==> config.mk <==
export PLATFORM = sky130hd
export DESIGN_NAME = wallace_mult_pipe
export DESIGN_NICKNAME = d
export VERILOG_FILES = /design/src/rtl/wallace_mult_pkg.sv /design/src/rtl/csa_row.sv /design/src/rtl/wallace_mult_pipe.sv
export SDC_FILE = /design/constraint.sdc
export NUM_CORES = 1
export LEC_CHECK = 0
export CAP_MARGIN = 20
export CORE_ASPECT_RATIO = 0.9
export CORE_MARGIN = 3
export CORE_UTILIZATION = 60
export CTS_BUF_LIST = sky130_fd_sc_hd__clkbuf_8
export DETAILED_ROUTE_END_ITERATION = 12
export PLACE_DENSITY = 0.92
export SLEW_MARGIN = 30
export SYNTH_ARGS = -nofsm -noshare
export SYNTH_HDL_FRONTEND = slang
export SYNTH_SLANG_ARGS = --single-unit
==> constraint.sdc <==
create_clock -name clk -period 4.9 [get_ports clk]
set_input_delay 0.98 -clock clk [delete_from_list [all_inputs] [get_ports clk]]
set_output_delay 0.98 -clock clk [all_outputs]
set_load 0.01 [all_outputs]
==> src/rtl/wallace_mult_pkg.sv <==
// Shared constants, payload type and tree-sizing helpers for wallace_mult_pipe.
// Optional signed mode (WALLACE_MULT_SIGNED_EN) uses the same package.
package wallace_mult_pkg;

    localparam int unsigned PIPE_LATENCY = 3;
    localparam int unsigned MAX_PROD_W   = 64;

    // Sized for the widest legal product; narrower instances use the low bits.
    typedef struct packed {
        logic [MAX_PROD_W-1:0] sum;
        logic [MAX_PROD_W-1:0] carry;
        logic                  is_signed;
    } stage_payload_t;

    // Each full group of three rows becomes two; leftovers pass through.
    function automatic int unsigned csa_next_rows(input int unsigned rows);
        return 2 * (rows / 3) + rows % 3;
    endfunction

    function automatic int unsigned rows_at_level(input int unsigned rows,
                                                  input int unsigned level);
        int unsigned n = rows;
        for (int unsigned l = 0; l < level; l++) begin
            n = csa_next_rows(n);
        end
        return n;
    endfunction

    function automatic int unsigned wallace_depth(input int unsigned rows);
        int unsigned n = rows;
        int unsigned d = 0;
        while (n > 2) begin
            n = csa_next_rows(n);
            d++;
        end
        return d;
    endfunction

endpackage

==> src/rtl/csa_row.sv <==
// 3:2 carry-save compressor row: three addends in, sum and shifted carry out.
module csa_row #(
    parameter int unsigned WIDTH = 16
) (
    input  logic [WIDTH-1:0] i_a,
    input  logic [WIDTH-1:0] i_b,
    input  logic [WIDTH-1:0] i_c,
    output logic [WIDTH-1:0] o_sum,
    output logic [WIDTH-1:0] o_carry
);

    logic [WIDTH-1:0] w_maj;

    assign o_sum   = i_a ^ i_b ^ i_c;
    assign w_maj   = (i_a & i_b) | (i_a & i_c) | (i_b & i_c);
    // The dropped top carry is harmless: the product always fits in WIDTH bits.
    assign o_carry = w_maj << 1;

endmodule

==> src/rtl/wallace_mult_pipe.sv <==
// 3-stage pipelined Wallace-tree multiplier with valid/ready on both sides.
// Define WALLACE_MULT_SIGNED_EN to add the in_signed port (Baugh-Wooley rows).
module wallace_mult_pipe
    import wallace_mult_pkg::*;
#(
    parameter int unsigned WIDTH = 8
) (
    input  logic               clk,
    input  logic               rst,
    input  logic               in_valid,
    output logic               in_ready,
    input  logic [WIDTH-1:0]   in_a,
    input  logic [WIDTH-1:0]   in_b,
`ifdef WALLACE_MULT_SIGNED_EN
    input  logic               in_signed,
`endif
    output logic               out_valid,
    input  logic               out_ready,
    output logic [2*WIDTH-1:0] out_prod
);

    localparam int unsigned PW    = 2 * WIDTH;
    localparam int unsigned DEPTH = wallace_depth(WIDTH);

    logic                  w_signed;
    logic [WIDTH-1:0]      w_pp   [WIDTH];
    logic [PW-1:0]         w_rows [WIDTH];
    logic [PW-1:0]         w_lvl  [DEPTH+1][WIDTH];
    logic                  w_s1_en, w_s2_en, w_s3_en;
    stage_payload_t        w_s2_d;
    logic [MAX_PROD_W-1:0] w_full;
    logic                  w_unused;

    logic                  r_s1_valid, r_s2_valid, r_s3_valid;
    logic [PW-1:0]         r_s1_rows [WIDTH];
    logic                  r_s1_signed;
    stage_payload_t        r_s2;
    logic [PW-1:0]         r_prod;

`ifdef WALLACE_MULT_SIGNED_EN
    assign w_signed = in_signed;
`else
    assign w_signed = 1'b0;
`endif

    always_comb begin
        for (int i = 0; i < int'(WIDTH); i++) begin
            w_pp[i] = in_a & {WIDTH{in_b[i]}};
`ifdef WALLACE_MULT_SIGNED_EN
            if (w_signed) begin
                if (i == int'(WIDTH) - 1) w_pp[i][WIDTH-2:0] = ~w_pp[i][WIDTH-2:0];
                else                      w_pp[i][WIDTH-1]   = ~w_pp[i][WIDTH-1];
            end
`endif
            w_rows[i] = PW'(w_pp[i]) << i;
        end
`ifdef WALLACE_MULT_SIGNED_EN
        // Baugh-Wooley correction constants 2^W and 2^(2W-1) sit in free row bits.
        if (w_signed) begin
            w_rows[0][WIDTH]        = 1'b1;
            w_rows[WIDTH-1][PW-1]   = 1'b1;
        end
`endif
    end

    // A stage may load when empty or when its occupant moves on this cycle.
    assign w_s3_en  = !r_s3_valid || out_ready;
    assign w_s2_en  = !r_s2_valid || w_s3_en;
    assign w_s1_en  = !r_s1_valid || w_s2_en;
    assign in_ready = w_s1_en;

    always_ff @(posedge clk or posedge rst) begin
        if (rst) begin
            r_s1_valid  <= 1'b0;
            r_s1_rows   <= '{default: '0};
            r_s1_signed <= 1'b0;
        end else if (w_s1_en) begin
            r_s1_valid <= in_valid;
            if (in_valid) begin
                r_s1_rows   <= w_rows;
                r_s1_signed <= w_signed;
            end
        end
    end

    for (genvar j = 0; j < WIDTH; j++) begin : g_lvl0
        assign w_lvl[0][j] = r_s1_rows[j];
    end

    for (genvar l = 0; l < DEPTH; l++) begin : g_level
        localparam int unsigned RC = rows_at_level(WIDTH, l);
        localparam int unsigned NG = RC / 3;
        localparam int unsigned NR = csa_next_rows(RC);
        for (genvar g = 0; g < NG; g++) begin : g_csa
            csa_row #(
                .WIDTH (PW)
            ) u_csa (
                .i_a     (w_lvl[l][3*g]),
                .i_b     (w_lvl[l][3*g+1]),
                .i_c     (w_lvl[l][3*g+2]),
                .o_sum   (w_lvl[l+1][2*g]),
                .o_carry (w_lvl[l+1][2*g+1])
            );
        end
        for (genvar j = 0; j < RC % 3; j++) begin : g_pass
            assign w_lvl[l+1][2*NG+j] = w_lvl[l][3*NG+j];
        end
        for (genvar j = NR; j < WIDTH; j++) begin : g_zero
            assign w_lvl[l+1][j] = '0;
        end
    end

    always_comb begin
        w_s2_d           = '0;
        w_s2_d.sum       = MAX_PROD_W'(w_lvl[DEPTH][0]);
        w_s2_d.carry     = MAX_PROD_W'(w_lvl[DEPTH][1]);
        w_s2_d.is_signed = r_s1_signed;
    end

    always_ff @(posedge clk or posedge rst) begin
        if (rst) begin
            r_s2_valid <= 1'b0;
            r_s2       <= '0;
        end else if (w_s2_en) begin
            r_s2_valid <= r_s1_valid;
            if (r_s1_valid) r_s2 <= w_s2_d;
        end
    end

    assign w_full   = r_s2.sum + r_s2.carry;
    assign w_unused = ^{w_full, r_s2.is_signed};

    always_ff @(posedge clk or posedge rst) begin
        if (rst) begin
            r_s3_valid <= 1'b0;
            r_prod     <= '0;
        end else if (w_s3_en) begin
            r_s3_valid <= r_s2_valid;
            if (r_s2_valid) r_prod <= w_full[PW-1:0];
        end
    end

    assign out_valid = r_s3_valid;
    assign out_prod  = r_prod;

endmodule

==> run_results.csv <==
group,metric,value,unit
yosys,synth_ff_type,"dfrtp_1",
setup_path,cpLargestDelayFamily,"buffers and inverters",
global_routing,grt_pass1_wl,18.2,mm
clock_tree,post_cts_buffers,0,
placed_design,post-dp-hpwl,7.99,mm
layout,drive_gt1_share,9.23,%
yosys,syn_nets,638,
setup_path,r2r_end,"r_s2[72]",
clock_tree,cts_tree,"yes",
routing,viasPerCell,5.38,
layout,area_growth_syn_to_layout,10.0,%
clock_tree,clock_path_buffers,2,
routing,routed_wl,10.8,mm
layout,design_area,6310,um^2
clock_tree,clock-sinks,109,
setup_path,crit_path_start_kind,"input port",
placed_design,portBuffers,37,
clock_tree,cts.hold.buffers_added,0,
yosys,yosysWarningCount,0,
timing,slew_headroom,47.4,%
setup_path,required,3.92,ns
layout,final_common_cell,"nand2_1",
routing,num_vias,3746,
clock_tree,cts_resized,0,
timing,rsz0062_at_grt,"false",
floorplan,die_height,98.7,um
yosys,synth_area,5730,um^2
setup_path,worstSetupStartpoint,"out_ready",
yosys,seq_area_frac_synth,47.6,%
pwr,ir_drop,0.208,mV
clock_tree,cts_made_buffers,9,
timing,timing.fmax,299,MHz
yosys,synth_edf_count,0,
global_routing,antenna_found_initial,0,
timing,tightest_slew,0.789,ns
setup_path,path_class,"input port to output pin",
setup_path,cp_max_fo,3,
global_routing,global_route.usage.total,21.6,%
clock_tree,cts.clk_slew.worst_paths,0.09,ns
yosys,syn_inst,554,
layout,fin_nets,653,
timing,setup_violations,0,
yosys,async_flop_share,100,%
setup_path,cp.depth,4,
floorplan,design.core.area,9210,um^2
timing,tns,0,ns
clock_tree,cts_max_level,3,
timing,drv_slew,0,
setup_path,worstPathArrival,2.37,ns
global_routing,grt_max_degree,129,
pwr,power.density,456,nW/um^2
setup_path,crit_buf_inv,2,
routing,drc,0,
setup_path,max_stage_delay,0.55,ns
pwr,leakagePower,3.02,nW
setup_path,ff2ff_path_depth,9,
layout,multi_input_area,2660,um^2
timing,timing.final.crit_share,68.3,%
floorplan,top_level_ports,38,
timing,hold_viol_final,0,
layout,regArea,2730,um^2
setup_path,crit_end,"in_ready",
setup_path,cpMaxStageDelayCell,"clkdlybuf4s50_1",
global_routing,grt_pass1_vias,3952,
routing,dr.pass1.iters,5,
setup_path,critPathMostFrequentCell,"clkdlybuf4s50_1",
floorplan,num_rows,33,
layout,fin_util,68.5,%
yosys,avgSynthCellArea,10.4,um^2
flow_run,maxCapViolCount,0,
routing,drtIter0Drc,165,
placed_design,gp_congestion,0.851,
clock_tree,cts_root_buf,"clkbuf_8",
timing,skew,0.00648,ns
placed_design,dpl_cell_area,6120,um^2
layout,fillCellCount,689,
clock_tree,clk_latency,0.37,ns
yosys,synth-seq-cells,109,
setup_path,r2r_start,"r_s1_rows[87]",
global_routing,overflow,0,
floorplan,die_w,109,um
floorplan,die_area,10800,um^2
routing,routedWlPerCell,15.5,um
setup_path,worstPathCellList,"clkdlybuf4s50_1 > nor2b_1 > nand3_1 > clkdlybuf4s50_1",
layout,antenna_cells,0,
floorplan,start_util,62.3,%
setup_path,regToRegSetupSlack,2.02,ns
timing,min_period,3.35,ns
layout,layout_common_cells,"nand2_1, dfrtp_1, o21ai_0",
routing,ant_nets,0,
yosys,ys_types,26,
status,status,"complete, no violations",
hold_path,hold_class,"register to register",
setup_path,cp-end-kind,"output pin",
[per-stage QoR]
stage               instances  setup slack [ns]  power [mW]  hold WS (ns)
finish                    696              1.55        2.88         0.490
global route              696              1.47        3.12         0.526
CTS                       696              1.64        2.91         0.494
detailed placement        680              1.64        2.41         0.471
global placement          680              1.70        2.32         0.462
floorplan                 554              1.05        2.03         0.446
[metal layers]
layer	global-route usage, %	wire (um)	up-vias
met5	0	0	-
met3	5.89	690	7
met1	27.7	4390	1857
met4	4.76	84	0
met2	37.0	5630	105
li1	-	-	1777
[cell type report]
class                   count  area share, %
well taps                 122           2.42
multi-input cells         355           42.1
repair buffers             38           5.99
clock inverters             6          0.654
flip-flops and latches    109           43.2
clock buffers              10           2.18
inverters                  56           3.41
[kinds of logic after synthesis]
| family | share of synthesized area, % |
|---|---|
| simple gates | 10.6 |
| flops | 47.6 |
| compound gates | 8.51 |
| buf+inv | 6.41 |
| fa+ha+maj | 19.1 |
| mux | 6.48 |
| xor+xnor | 1.37 |
[cell usage after synthesis, drive strengths merged (2+ instances only)]
cell type,instances,area (um^2)
o21bai,2,15.0
a21oi,9,45.0
xnor2,6,52.6
mux2,33,372
xor2,3,26.3
nand2,146,548
nand2b,4,25.0
clkbuf,6,22.5
fa,39,781
inv,56,210
nand3,3,15.0
o21ai,76,380
buf,28,135
ha,25,313
dfrtp,109,2730
nor2,2,7.51
[power by group]
| group | internal [mW] | total [mW] | switching, mW |
|---|---|---|---|
| combinational | 0.562 | 1.16 | 0.594 |
| clock | 0.198 | 0.492 | 0.294 |
| sequential | 1.10 | 1.23 | 0.126 |
| total | 1.87 | 2.88 | 1.01 |
[flip-flops by register name, indices dropped and copies added (netlist names)]
name,flops
r_s1_rows,64
out_prod,16
out_valid,1
r_s2,26
r_s1_valid,1
r_s2_valid,1
[worst min-delay path, stage by stage (launching register included)]
cell	delay, ns
dfrtp_1	0.35
nand2_1	0.04
o21ai_0	0.06
[how the worst min path moves through the flow]
stage,startpoint,end,slack (ns),cells after the start
3_5_place_dp,out_prod[9],out_prod[9],0.47,2
2_1_floorplan,r_s1_rows[112],r_s1_rows[112],0.45,2
3_3_place_gp,r_s1_rows[25],r_s1_rows[25],0.46,2
4_1_cts,r_s1_rows[23],r_s1_rows[23],0.49,2
5_1_grt,r_s1_rows[23],r_s1_rows[23],0.53,2
6_report,out_prod[15],out_prod[15],0.49,2
Power figures use the tool's default switching activity.
